File: src/rtl/sha256_round_ctrl.sv
// SHA-256 block sequencer: loads 16 message words, steps the round datapath, strobes the final hash add.
// Latency: start at cycle 0 -> done at WORDS+3+ROUNDS*ROUND_CYCLES (147 with defaults), back-to-back words.
// Backpressure: w_ready is high throughout LOAD; a low w_valid stalls the load indefinitely.
module sha256_round_ctrl #(
  parameter int ROUNDS       = 64,
  parameter int ROUND_CYCLES = 2,
  parameter int WORDS        = 16
) (
  input  logic       clk,
  input  logic       rst,
  input  logic       start,
  input  logic       abort,
  input  logic       w_valid,
  output logic       w_ready,
  output logic       w_load,
  output logic [3:0] w_idx,
  output logic       init_state,
  output logic       round_en,
  output logic [5:0] round_idx,
  output logic       w_sel,
  output logic       final_add,
  output logic       busy,
  output logic       done
);

  // Phase counter needs at least one bit even when a round is a single clock.
  localparam int PW = (ROUND_CYCLES > 1) ? $clog2(ROUND_CYCLES) : 1;

  localparam logic [3:0]    W_LAST = 4'(WORDS - 1);
  localparam logic [5:0]    R_LAST = 6'(ROUNDS - 1);
  localparam logic [PW-1:0] P_LAST = PW'(ROUND_CYCLES - 1);

  typedef enum logic [2:0] {
    S_IDLE,
    S_LOAD,
    S_INIT,
    S_ROUND,
    S_FINAL,
    S_DONE
  } state_t;

  state_t        state, state_nxt;
  logic [3:0]    w_idx_q, w_idx_nxt;
  logic [5:0]    round_idx_q, round_idx_nxt;
  logic [PW-1:0] phase_q, phase_nxt;

  // State and counter registers.
  always_ff @(posedge clk) begin
    if (rst) begin
      state       <= S_IDLE;
      w_idx_q     <= '0;
      round_idx_q <= '0;
      phase_q     <= '0;
    end else begin
      state       <= state_nxt;
      w_idx_q     <= w_idx_nxt;
      round_idx_q <= round_idx_nxt;
      phase_q     <= phase_nxt;
    end
  end

  // Next-state logic and output decode; every strobe except w_load comes from registered state.
  always_comb begin
    state_nxt     = state;
    w_idx_nxt     = w_idx_q;
    round_idx_nxt = round_idx_q;
    phase_nxt     = phase_q;

    w_ready    = (state == S_LOAD);
    w_load     = (state == S_LOAD) && w_valid;
    init_state = (state == S_INIT);
    round_en   = (state == S_ROUND) && (phase_q == P_LAST);
    w_sel      = (state == S_ROUND) && (round_idx_q >= 6'd16);
    final_add  = (state == S_FINAL);
    done       = (state == S_DONE);
    busy       = (state != S_IDLE);

    if (abort && state != S_IDLE) begin
      // Cancel wins over everything except reset; strobes above still reflect the aborted state.
      state_nxt     = S_IDLE;
      w_idx_nxt     = '0;
      round_idx_nxt = '0;
      phase_nxt     = '0;
    end else begin
      case (state)
        S_IDLE: begin
          if (start) begin
            state_nxt = S_LOAD;
            w_idx_nxt = '0;
          end
        end
        S_LOAD: begin
          if (w_valid) begin
            if (w_idx_q == W_LAST) begin
              state_nxt = S_INIT;
              w_idx_nxt = '0;
            end else begin
              w_idx_nxt = w_idx_q + 4'd1;
            end
          end
        end
        S_INIT: begin
          state_nxt     = S_ROUND;
          round_idx_nxt = '0;
          phase_nxt     = '0;
        end
        S_ROUND: begin
          if (phase_q == P_LAST) begin
            phase_nxt = '0;
            // The last round leaves round_idx parked at ROUNDS-1.
            if (round_idx_q == R_LAST) state_nxt = S_FINAL;
            else                       round_idx_nxt = round_idx_q + 6'd1;
          end else begin
            phase_nxt = phase_q + PW'(1);
          end
        end
        S_FINAL: state_nxt = S_DONE;
        S_DONE: begin
          state_nxt     = S_IDLE;
          w_idx_nxt     = '0;
          round_idx_nxt = '0;
          phase_nxt     = '0;
        end
        default: state_nxt = S_IDLE;
      endcase
    end
  end

  assign w_idx     = w_idx_q;
  assign round_idx = round_idx_q;

endmodule

File: config.mk
export PLATFORM = sky130hd
export DESIGN_NAME = sha256_round_ctrl
export DESIGN_NICKNAME = d
export VERILOG_FILES = /design/src/rtl/sha256_round_ctrl.sv
export SDC_FILE = /design/constraint.sdc
export NUM_CORES = 1
export LEC_CHECK = 0
export BUFFER_PORTS_ARGS = -buffer_cell sky130_fd_sc_hd__buf_2
export CAP_MARGIN = 20
export CORE_MARGIN = 8
export CORE_UTILIZATION = 45
export DETAILED_ROUTE_END_ITERATION = 7
export GPL_TIMING_DRIVEN = 0
export HOLD_SLACK_MARGIN = 0.03
export PLACE_DENSITY = 0.72
export SKIP_LAST_GASP = 1
export SYNTH_ARGS = -nofsm -noshare
export SYNTH_HDL_FRONTEND = slang
export SYNTH_SLANG_ARGS = --single-unit
File: constraint.sdc
create_clock -name clk -period 1.4 [get_ports clk]
set_input_delay 0.42 -clock clk [delete_from_list [all_inputs] [get_ports clk]]
set_output_delay 0.42 -clock clk [all_outputs]
set_load 0.01 [all_outputs]
==> results.json <==
{
  "routed-wl-met2_um": 1510,
  "synth_area_um2": 910,
  "synthArstFlopShare_pct": 0,
  "routed.top_layer": "met4",
  "fp.dieH_um": 61.0,
  "layout_commonest_cell": "buf_2",
  "holdCritPathClass": "in -> reg",
  "die_w_um": 61.0,
  "ys_types": 44,
  "final_cell_mix": "21 x buf_2, 14 x buf_4, 11 x nand2_1",
  "worst_hold_slack_ps": 470,
  "clkSlewWorstSetupHoldPaths_ps": 90,
  "setup_tns_ps": -2490,
  "num_vias": 1055,
  "pre_cts_ws_ps": -202,
  "crit_fanout": 8,
  "netlist_instances": 114,
  "via_per_inst": 5.83,
  "postRouteAntennaNets": 0,
  "area_delta_synth_final_pct": 51.2,
  "wl_met1_um": 1220,
  "drv_slew": 0,
  "diodes": 0,
  "nets": 162,
  "globalplace.congestion": 0.835,
  "synth.top_cell.area_share_pct": 30.8,
  "final_hold_viol_count": 0,
  "initialDrtViolationCount": 39,
  "portBuffers": 22,
  "rows": 16,
  "vdd_ir_drop_max_v": 0.000532,
  "crit_type": "reg -> out",
  "remaining_drc_errors": 0,
  "seq_area_frac_synth_pct": 30.8,
  "grt_max_degree": 11,
  "cts-root-buf": "clkbuf_4",
  "slew-limit-headroom_pct": 78.3,
  "layout-drive-gt1-share_pct": 51.3,
  "cts.path.max_buffers": 2,
  "initial_core_util_pct": 46.8,
  "antenna_found_initial": 0,
  "drt-total-wl_um": 2970,
  "synth_ff_type": "dfxtp_1",
  "skew_ps": 8.12,
  "dr_wl_met3_um": 179,
  "fin_crit_ps": 1720,
  "status": "finished, violations left",
  "cp-end-kind": "output pin",
  "synth-seq-cells": 14,
  "power_density_mw_per_mm2": 724,
  "grt_usage_pct": 15.8,
  "clock_latency_ps": 290,
  "max_cap_viol_count": 0,
  "crit_required_ps": 980,
  "hold_buffers": 0,
  "fmax_ghz": 0.583,
  "setup_ws_ps": -316,
  "numCtsBuffers": 3,
  "grt_pass1_wl_um": 4530,
  "firstDrtPassIters": 4,
  "grt_pass1_vias": 994,
  "hold_depth": 3,
  "synth_edf_count": 0,
  "r2r_cells": 6,
  "clock_sinks": 14,
  "grt_remaining_overflow": 0,
  "dieArea_mm2": 0.00372,
  "min_from": "start",
  "htree_levels": 1,
  "r2r_setup_slack_ps": -100,
  "wl_per_cell_um": 16.4,
  "finalCritPeriodShare_pct": 123,
  "p_leak_uw": 0.000523,
  "min_to": "state[0]$_SDFFE_PP0P_",
  "arrival_ps": 1300,
  "dp_hpwl_um": 1860,
  "yosys_warnings": 0,
  "synth.avg_cell_area_um2": 7.98,
  "start_kind": "flip-flop",
  "rsz0062_at_grt": "yes",
  "cts_tree": "built",
  "core_mm2": 0.00194,
  "synth.top_cells.by_area": "dfxtp_1 31%, nand2_1 4.5%, a21oi_1 3.9%, nand3_1 3.9%, nor2_1 3.7%",
  "setup_violations": 19,
  "violations": "setup timing",
  "boundaryPins": 23,
  "synth_nets": 121,
  "yosysTopAreaCell": "dfxtp_1",
  "worst_pin_slew_ps": 325,
  "r2r-end": "round_idx[4]$_SDFFE_PP0P_",
  "r2r-start": "state[2]$_SDFFE_PP0P_"
}
layout make-up:
type	count	area [um2]
Buffer	3	30.0
Clock buffer	4	36.3
Fill cell	140	567
Inverter	5	18.8
Multi-Input combinational cell	91	723
Sequential cell	14	300
Tap cell	27	33.8
Timing Repair Buffer	37	233
metrics by stage:
stage	cells	utilization (%)	power, uW	area, um2
floorplan	114	-	551	921
global placement	163	54.8	600	1060
detailed placement	163	54.8	603	1060
CTS	177	65.1	967	1260
global route	181	70.8	1040	1380
finish	181	70.8	996	1380
worst max path at each step:
stage	startpoint	end	slack (ps)	cells past startpoint
6_report	state[2]$_SDFFE_PP0P_	round_en	-320	4
3_5_place_dp	state[1]$_SDFFE_PP0P_	w_sel	-200	4
2_1_floorplan	state[1]$_SDFFE_PP0P_	w_sel	-2	3
4_1_cts	state[2]$_SDFFE_PP0P_	w_sel	-310	4
3_3_place_gp	state[1]$_SDFFE_PP0P_	w_sel	-190	4
5_1_grt	state[2]$_SDFFE_PP0P_	w_sel	-370	4
metal layers:
| metal | vias to the layer above | track usage, % |
|---|---|---|
| met3 | 6 | 1.91 |
| met5 | - | 0 |
| li1 | 509 | - |
| met2 | 42 | 27.3 |
| met4 | 0 | 7.31 |
| met1 | 498 | 18.8 |
cells in the mapped netlist, types with 2 or more instances:
cell / n
nand2b_1: 2
inv_1: 5
dfxtp_1: 14
a21oi_1: 7
or3_1: 3
o21ai_0: 4
nand3b_1: 2
nor3b_1: 2
nand4_1: 5
o31ai_1: 2
o221ai_1: 2
nand2_1: 11
nand3_1: 7
or2_2: 3
nor2b_1: 3
ha_1: 2
o2111ai_1: 2
and3_1: 2
nor2_1: 9
nor3_1: 3
kinds of logic (layout without fill, tap and decap cells):
group | after synthesis | after routing | share of synthesized area [%]
xor gates and xnor gates | 1 | 1 | 0.963
buffers and inverters | 9 | 49 | 5.09
and+or+nand+nor | 58 | 58 | 36.3
DFF | 14 | 14 | 30.8
muxes | 1 | 1 | 1.10
AOI/OAI and AO/OA | 29 | 29 | 23.0
adders and majority gates | 2 | 2 | 2.75
flip-flops by register name, summed over array words and instances (netlist names):
name and flops:
state 3, w_idx 4, round_idx 6, phase_q 1
power by group:
part / total, uW / switching (uW) / internal (uW)
clock: 309 / 151 / 158
sequential: 416 / 14.7 / 401
combinational: 271 / 143 / 128
worst max-delay path, cell delays in order (launching register included):
cell	delay (ps)
dfxtp_4	370
buf_6	130
nand2b_2	240
nor2_4	130
buf_2	140
timing repair:
item,4_1_cts,5_1_grt
setup buffers,11,6
pin swaps,10,5
setup endpoints to repair,19,22
resized for setup,22,20
Power figures use the tool's default switching activity.
